--- config.mk ---
export PLATFORM = sky130hd
export DESIGN_NAME = dmem_bridge_flat
export DESIGN_NICKNAME = d
export VERILOG_FILES = /design/src/rtl/dmem_bridge_pkg.sv /design/src/rtl/dmem_bridge_if.sv /design/src/rtl/dmem_bridge_load_align.sv /design/src/rtl/dmem_bridge.sv /design/src/flat_wrapper.sv
export SDC_FILE = /design/constraint.sdc
export NUM_CORES = 1
export LEC_CHECK = 0
export ABC_CLOCK_PERIOD_IN_PS = 3500
export CORE_UTILIZATION = 41
export DETAILED_ROUTE_END_ITERATION = 10
export PLACE_DENSITY_LB_ADDON = 0.3
export SKIP_LAST_GASP = 1
export SLEW_MARGIN = 40
export SYNTH_ARGS = -nofsm -noshare
export SYNTH_HDL_FRONTEND = slang
export SYNTH_HIERARCHICAL = 1
export SYNTH_SLANG_ARGS = --single-unit
--- constraint.sdc ---
create_clock -name clk_i -period 3.5 [get_ports clk_i]
set_input_delay 0.7 -clock clk_i [delete_from_list [all_inputs] [get_ports clk_i]]
set_output_delay 0.7 -clock clk_i [all_outputs]
set_load 0.05 [all_outputs]
--- src/rtl/dmem_bridge_pkg.sv ---
// Shared types and helpers for the core-to-bus data-memory bridge.
// Holds the FSM encoding, the load/store size codes and the access-legality checks.
package dmem_pkg;

    typedef enum logic [1:0] {
        IDLE   = 2'd0,
        REQ    = 2'd1,
        WAIT_R = 2'd2,
        DONE   = 2'd3
    } state_t;

    localparam logic [2:0] F3_B  = 3'b000;
    localparam logic [2:0] F3_H  = 3'b001;
    localparam logic [2:0] F3_W  = 3'b010;
    localparam logic [2:0] F3_BU = 3'b100;
    localparam logic [2:0] F3_HU = 3'b101;

    // funct3[1:0] carries the access size: 00 byte, 01 half, anything else word.
    function automatic logic f_misaligned(input logic [2:0] funct3, input logic [1:0] addr_lo);
        logic r;
        case (funct3[1:0])
            2'b00:   r = 1'b0;
            2'b01:   r = addr_lo[0];
            default: r = |addr_lo;
        endcase
        return r;
    endfunction

    function automatic logic f_load_legal(input logic [2:0] funct3);
        return (funct3 == F3_B) || (funct3 == F3_H) || (funct3 == F3_W) ||
               (funct3 == F3_BU) || (funct3 == F3_HU);
    endfunction

    function automatic logic [31:0] f_store_data(input logic [2:0] funct3, input logic [31:0] wdata);
        logic [31:0] r;
        case (funct3[1:0])
            2'b00:   r = {4{wdata[7:0]}};
            2'b01:   r = {2{wdata[15:0]}};
            default: r = wdata;
        endcase
        return r;
    endfunction

    function automatic logic [3:0] f_store_strb(input logic [2:0] funct3, input logic [1:0] addr_lo);
        logic [3:0] r;
        case (funct3[1:0])
            2'b00:   r = 4'b0001 << addr_lo;
            2'b01:   r = 4'b0011 << addr_lo;
            default: r = 4'b1111;
        endcase
        return r;
    endfunction

endpackage

--- src/rtl/dmem_bridge_if.sv ---
// External valid/ready data bus between the bridge (master) and memory (slave).
interface dmem_bridge_if;
    logic        valid;
    logic        ready;
    logic        wr;
    logic [31:0] addr;
    logic [31:0] wdata;
    logic [3:0]  strb;
    logic [31:0] rdata;
    logic        rvalid;

    modport master (
        output valid, wr, addr, wdata, strb,
        input  ready, rdata, rvalid
    );

    modport slave (
        input  valid, wr, addr, wdata, strb,
        output ready, rdata, rvalid
    );
endinterface

--- src/rtl/dmem_bridge_load_align.sv ---
// Extracts the addressed byte/half from a bus read word and sign- or zero-extends it.
module load_align
    import dmem_pkg::*;
(
    input  logic [31:0] rdata_i,
    input  logic [1:0]  addr_i,
    input  logic [2:0]  funct3_i,
    output logic [31:0] result_o
);

    logic [31:0] w_lane;

    assign w_lane = rdata_i >> {addr_i, 3'b000};

    always_comb begin
        result_o = '0;
        case (funct3_i)
            F3_B:    result_o = {{24{w_lane[7]}}, w_lane[7:0]};
            F3_H:    result_o = {{16{w_lane[15]}}, w_lane[15:0]};
            F3_W:    result_o = w_lane;
            F3_BU:   result_o = {24'h0, w_lane[7:0]};
            F3_HU:   result_o = {16'h0, w_lane[15:0]};
            default: result_o = '0;
        endcase
    end

endmodule

--- src/rtl/dmem_bridge.sv ---
// Core data-port to valid/ready bus bridge: word-aligns accesses, stalls the core while
// a transaction is in flight, and reports misaligned/illegal accesses and bus timeouts.
module dmem_bridge
    import dmem_pkg::*;
#(
    parameter int TIMEOUT_CYCLES = 64,
    parameter int CNT_W          = 8
) (
    input  logic                 clk_i,
    input  logic                 rst_i,
    input  logic                 req_rd_i,
    input  logic                 req_wr_i,
    input  logic [31:0]          req_addr_i,
    input  logic [31:0]          req_wdata_i,
    input  logic [2:0]           req_funct3_i,
    output logic [31:0]          rdata_o,
    output logic                 stall_o,
    output logic                 err_o,
    dmem_bridge_if.master        bus
);

    state_t             r_state;
    state_t             w_state_next;
    logic [CNT_W-1:0]   r_tmo_cnt;
    logic [CNT_W-1:0]   w_tmo_next;
    logic [1:0]         r_addr_lo;
    logic [2:0]         r_funct3;
    logic               r_bus_valid, w_bus_valid_next;
    logic               r_bus_wr,    w_bus_wr_next;
    logic [31:0]        r_bus_addr,  w_bus_addr_next;
    logic [31:0]        r_bus_wdata, w_bus_wdata_next;
    logic [3:0]         r_bus_strb,  w_bus_strb_next;
    logic [31:0]        r_rdata,     w_rdata_next;
    logic               r_err,       w_err_next;

    logic               w_active;
    logic               w_capture;
    logic               w_reject;
    logic               w_tmo_hit;
    logic [31:0]        w_load_data;

    assign w_active  = req_rd_i | req_wr_i;
    assign w_capture = (r_state == IDLE) && w_active;
    // A simultaneous rd+wr is treated as a store, so only loads face the funct3 legality check.
    assign w_reject  = f_misaligned(req_funct3_i, req_addr_i[1:0]) ||
                       (!req_wr_i && !f_load_legal(req_funct3_i));
    assign w_tmo_hit = (r_tmo_cnt == CNT_W'(TIMEOUT_CYCLES - 1));

    load_align u_load_align (
        .rdata_i  (bus.rdata),
        .addr_i   (r_addr_lo),
        .funct3_i (r_funct3),
        .result_o (w_load_data)
    );

    always_ff @(posedge clk_i or posedge rst_i) begin
        if (rst_i) begin
            r_state     <= IDLE;
            r_tmo_cnt   <= '0;
            r_addr_lo   <= '0;
            r_funct3    <= '0;
            r_bus_valid <= 1'b0;
            r_bus_wr    <= 1'b0;
            r_bus_addr  <= '0;
            r_bus_wdata <= '0;
            r_bus_strb  <= '0;
            r_rdata     <= '0;
            r_err       <= 1'b0;
        end else begin
            r_state     <= w_state_next;
            r_tmo_cnt   <= w_tmo_next;
            r_bus_valid <= w_bus_valid_next;
            r_bus_wr    <= w_bus_wr_next;
            r_bus_addr  <= w_bus_addr_next;
            r_bus_wdata <= w_bus_wdata_next;
            r_bus_strb  <= w_bus_strb_next;
            r_rdata     <= w_rdata_next;
            r_err       <= w_err_next;
            if (w_capture) begin
                r_addr_lo <= req_addr_i[1:0];
                r_funct3  <= req_funct3_i;
            end
        end
    end

    always_comb begin
        w_state_next     = r_state;
        w_tmo_next       = r_tmo_cnt;
        w_bus_valid_next = r_bus_valid;
        w_bus_wr_next    = r_bus_wr;
        w_bus_addr_next  = r_bus_addr;
        w_bus_wdata_next = r_bus_wdata;
        w_bus_strb_next  = r_bus_strb;
        w_rdata_next     = r_rdata;
        w_err_next       = 1'b0;

        case (r_state)
            IDLE: begin
                if (w_active) begin
                    if (w_reject) begin
                        w_state_next = DONE;
                        w_err_next   = 1'b1;
                        w_rdata_next = '0;
                    end else begin
                        w_state_next     = REQ;
                        w_tmo_next       = '0;
                        w_bus_valid_next = 1'b1;
                        w_bus_wr_next    = req_wr_i;
                        w_bus_addr_next  = {req_addr_i[31:2], 2'b00};
                        w_bus_wdata_next = req_wr_i ? f_store_data(req_funct3_i, req_wdata_i) : '0;
                        w_bus_strb_next  = req_wr_i ? f_store_strb(req_funct3_i, req_addr_i[1:0]) : 4'b0000;
                    end
                end
            end

            REQ: begin
                // Only a write acceptance completes the access; a read acceptance cannot rescue the last cycle.
                if (bus.ready && r_bus_wr) begin
                    w_bus_valid_next = 1'b0;
                    w_state_next     = DONE;
                end else if (w_tmo_hit) begin
                    w_bus_valid_next = 1'b0;
                    w_state_next     = DONE;
                    w_err_next       = 1'b1;
                    w_rdata_next     = '0;
                end else begin
                    w_tmo_next = r_tmo_cnt + CNT_W'(1);
                    if (bus.ready) begin
                        w_bus_valid_next = 1'b0;
                        w_state_next     = WAIT_R;
                    end
                end
            end

            WAIT_R: begin
                if (bus.rvalid) begin
                    w_rdata_next = w_load_data;
                    w_state_next = DONE;
                end else if (w_tmo_hit) begin
                    w_state_next = DONE;
                    w_err_next   = 1'b1;
                    w_rdata_next = '0;
                end else begin
                    w_tmo_next = r_tmo_cnt + CNT_W'(1);
                end
            end

            DONE:    w_state_next = IDLE;
            default: w_state_next = IDLE;
        endcase
    end

    assign stall_o   = w_active && (r_state != DONE);
    assign err_o     = r_err;
    assign rdata_o   = r_rdata;
    assign bus.valid = r_bus_valid;
    assign bus.wr    = r_bus_wr;
    assign bus.addr  = r_bus_addr;
    assign bus.wdata = r_bus_wdata;
    assign bus.strb  = r_bus_strb;

endmodule
--- src/flat_wrapper.sv ---
// flat-port wrapper written by rule: the top's interface ports become plain ports
module dmem_bridge_flat import dmem_pkg::*;
#(
    parameter int TIMEOUT_CYCLES = 64,
    parameter int CNT_W          = 8
)
  (clk_i, rst_i, req_rd_i, req_wr_i, req_addr_i, req_wdata_i, req_funct3_i, rdata_o, stall_o, err_o, bus_valid, bus_wr, bus_addr, bus_wdata, bus_strb, bus_ready, bus_rdata, bus_rvalid);
  dmem_bridge_if bus_i ();
  input  logic clk_i;
  input  logic rst_i;
  input  logic req_rd_i;
  input  logic req_wr_i;
  input  logic [31:0] req_addr_i;
  input  logic [31:0] req_wdata_i;
  input  logic [2:0] req_funct3_i;
  output logic [31:0] rdata_o;
  output logic stall_o;
  output logic err_o;
  output wire logic [$bits(bus_i.valid)-1:0] bus_valid;
  output wire logic [$bits(bus_i.wr)-1:0] bus_wr;
  output wire logic [$bits(bus_i.addr)-1:0] bus_addr;
  output wire logic [$bits(bus_i.wdata)-1:0] bus_wdata;
  output wire logic [$bits(bus_i.strb)-1:0] bus_strb;
  input wire logic [$bits(bus_i.ready)-1:0] bus_ready;
  input wire logic [$bits(bus_i.rdata)-1:0] bus_rdata;
  input wire logic [$bits(bus_i.rvalid)-1:0] bus_rvalid;
  assign bus_valid = bus_i.valid;
  assign bus_wr = bus_i.wr;
  assign bus_addr = bus_i.addr;
  assign bus_wdata = bus_i.wdata;
  assign bus_strb = bus_i.strb;
  assign bus_i.ready = bus_ready;
  assign bus_i.rdata = bus_rdata;
  assign bus_i.rvalid = bus_rvalid;
  dmem_bridge #(.TIMEOUT_CYCLES(TIMEOUT_CYCLES), .CNT_W(CNT_W)) u_core (.clk_i(clk_i), .rst_i(rst_i), .req_rd_i(req_rd_i), .req_wr_i(req_wr_i), .req_addr_i(req_addr_i), .req_wdata_i(req_wdata_i), .req_funct3_i(req_funct3_i), .rdata_o(rdata_o), .stall_o(stall_o), .err_o(err_o), .bus(bus_i));
endmodule
==> flow_metrics.tcl <==
set metrics [dict create \
    ys_seq_elements 116 \
    syn2layout_area_growth_pct 49.7 \
    cts_made_buffers 17 \
    insertion_delay_ns 0.41 \
    worst_setup_path_start_kind "primary input" \
    vias_per_cell 5.51 \
    drive_gt1_share_pct 13.3 \
    wl_um 16800 \
    hp-class "register to register" \
    fin_nets 844 \
    synth_top_family_by_area "compound AO/OA/AOI/OAI gates" \
    avgSynthCellArea_sq_um 11.1 \
    final_common_cell "clkdlybuf4s50_1" \
    synthSimpleGateAreaFrac_pct 9.27 \
    maxCapViolations 0 \
    p_leak_nw 3.80 \
    first_global_vias 5230 \
    antenna_found_initial 0 \
    die-width_um 121 \
    worstMarginPinSlew_ns 0.702 \
    die_area_sq_um 14700 \
    overflow 0 \
    postCtsSetupBuffers 0 \
    synth_top_area_share_pct 49.8 \
    hold_viol 0 \
    synthCells 526 \
    slew_headroom_pct 53.2 \
    drtPass1Iterations 5 \
    hold_buffers 0 \
    synth_warnings 6 \
    grt_max_degree 50 \
    critical_path_class "primary input to primary output" \
    wire_per_inst_um 18.2 \
    vias 5094 \
    run_status "finished clean" \
    cp-end-kind "primary output" \
    synth_mux_area_share_pct 14.7 \
    cp_max_fo 6 \
    path_cells "clkdlybuf4s50_1 -> nor2_1 -> nor2_1 -> clkdlybuf4s50_1" \
    placed_area_sq_um 8120 \
    synth_adder_area_share_pct 1.50 \
    met2_length_um 7960 \
    clock_path_buffers 2 \
    yosysTopAreaCell "dfrtp_1" \
    initialDrtViolationCount 275 \
    async_flop_share_pct 100 \
    finalMaxSlewViolations 0 \
    final_area_sq_um 8730 \
    grt_first_pass_wirelength_um 26500 \
    syn_area_sq_um 5830 \
    setup_tns_ns 0 \
    synthFlopType "dfrtp_1" \
    synth_enable_flop_cells 0 \
    initial_core_util_pct 42.0 \
    drt-met1-wl_um 7000 \
    setup-violations-final 0 \
    row_count 43 \
    grt_util_all_layers_pct 23.4 \
    coreArea_sq_um 13900 \
    fin_crit_ns 2.94 \
    p_per_area_nw_per_um2 1040 \
    antenna_cells 0 \
    ctsResizeCount 0 \
    num-fill-cells 1143 \
    clock_sinks 116 \
    cts-root-buf "clkbuf_16" \
    h-tree-depth 4 \
    top_layer_used "met4" \
    rsz0062_at_grt "false" \
    path_clk_slew_ns 0.05 \
    finalCritPeriodShare_pct 84.1 \
    total_power_mw 9.07 \
    cp.required_ns 2.80 \
    ant_nets 0 \
    peakVddDrop_mv 0.574 \
    ys_seq_area_share_pct 49.8 \
    portBuffers 206 \
    crit_arrival_ns 2.24 \
    drcViolationCount 0 \
    fmax_mhz 340 \
    gp_congestion 0.862 \
    synth_area_leaders "dfrtp_1 50%, mux2i_1 7.9%, mux2_2 6.8%, a22o_1 6.2%, nand2_1 3.1%" \
    cp_slowest_cell "clkdlybuf4s50_1" \
    hpwlAfterDp_um 12100 \
    cts_tree "built" \
    crit_path_max_incr_delay_ns 0.80 \
    met3WireLength_um 1550 \
    die_h_um 121 \
    mostFrequentLayoutCells "206 x clkdlybuf4s50_1, 115 x dfrtp_1, 48 x nand2_1, 46 x mux2i_1, 41 x a22o_1" \
    synth_compound_area_share_pct 21.1 \
    synth_xor_area_share_pct 0 \
    finalClockSkew_ns 0.00719 \
    ys_types 58 \
    ios 209 \
]
-- critical path, delay by kind of cell --
kind / cells / cell delay [ns]
buf+inv: 2 / 1.36
simple gates: 2 / 0.18
-- metrics by stage --
step / hold WS, ns / setup WS, ns / instances / utilization, %
final: 0.476 / 0.557 / 925 / 62.9
after global routing: 0.513 / 0.474 / 925 / 62.9
after CTS: 0.482 / 0.546 / 925 / 62.9
after detailed placement: 0.473 / 0.548 / 893 / 58.5
after global placement: 0.461 / 0.567 / 893 / 58.5
after floorplan: 0.470 / 1.39 / 527 / -
-- flip-flops by register name, indices dropped and copies added (netlist names) --
| signal | count |
|---|---|
| u_core/r_tmo_cnt | 8 |
| u_core/bus.valid | 1 |
| u_core/rdata_o | 32 |
| u_core/bus.addr | 30 |
| u_core/err_o | 1 |
| u_core/r_funct3 | 3 |
| u_core/bus.strb | 4 |
| u_core/r_addr_lo | 2 |
| u_core/r_state | 2 |
| u_core/bus.wdata | 32 |
| u_core/bus.wr | 1 |
-- area by class of cell --
type	count	area, sq um	share of cell area [%]
inverter	11	45.0	0.516
sequential	116	2900	33.3
clock buffer	24	492	5.63
timing repair buffer	220	2200	25.2
multi-input combinational	366	2740	31.4
tap	180	225	2.58
clock inverter	8	123	1.40
-- Yosys cell counts, types with 2 or more instances --
| cell type | n |
|---|---|
| dfrtp_1 | 116 |
| nand2_1 | 48 |
| mux2i_1 | 46 |
| a22o_1 | 41 |
| mux2_2 | 35 |
| o21ai_0 | 28 |
| o21ai_1 | 23 |
| buf_2 | 19 |
| a21oi_1 | 17 |
| a211oi_1 | 16 |
| nor2_1 | 14 |
| clkbuf_1 | 11 |
| inv_1 | 11 |
| nor2b_1 | 11 |
| o2bb2ai_1 | 10 |
| a21o_1 | 7 |
| ha_1 | 7 |
| nand3_1 | 7 |
| a2bb2oi_1 | 5 |
| a221oi_1 | 3 |
| and3_1 | 3 |
| buf_4 | 3 |
| nor3_1 | 3 |
| o221ai_1 | 3 |
| nand3b_1 | 2 |
| nor2_2 | 2 |
| o21ai_2 | 2 |
| o22ai_1 | 2 |
| or2_2 | 2 |
-- power by group --
group	switching [mW]	leakage [nW]	total (mW)	internal, mW
Sequential	0.414	1.49	2.30	1.89
Combinational	3.18	2.01	4.98	1.80
Clock	0.594	0.304	1.79	1.19
Total	4.19	3.80	9.07	4.88
-- final timing paths --
check	endpoint	from	cells past startpoint	slack, ns
setup / recovery	stall_o	req_wr_i	4	0.56
hold reg to reg	u_core/bus.wdata[27]$_DFFE_PP0P_	u_core/bus.wdata[27]$_DFFE_PP0P_	2	0.48
min in group asynchronous	u_core/bus.wdata[22]$_DFFE_PP0P_	rst_i	2	0.69
hold / removal	u_core/bus.wdata[27]$_DFFE_PP0P_	u_core/bus.wdata[27]$_DFFE_PP0P_	2	0.48
max in group asynchronous	u_core/bus.addr[30]$_DFFE_PP0P_	rst_i	3	2.11
setup reg to reg	u_core/r_tmo_cnt[3]$_DFFE_PP0P_	u_core/r_state[0]$_DFFE_PP0P_	6	1.06
-- cell families after synthesis --
group	Yosys count
AO/OA/AOI/OAI	170
adder cells (fa/ha/maj)	7
buffers and inverters	45
flip-flops	116
multiplexers	81
other	1
AND/OR/NAND/NOR	106
-- per-layer routing --
layer | vias up | GRT usage [%]
li1 | 2373 | -
met1 | 2472 | 28.2
met2 | 223 | 37.8
met3 | 26 | 9.07
met4 | 0 | 8.80
met5 | - | 0
Power figures use the tool's default switching activity.
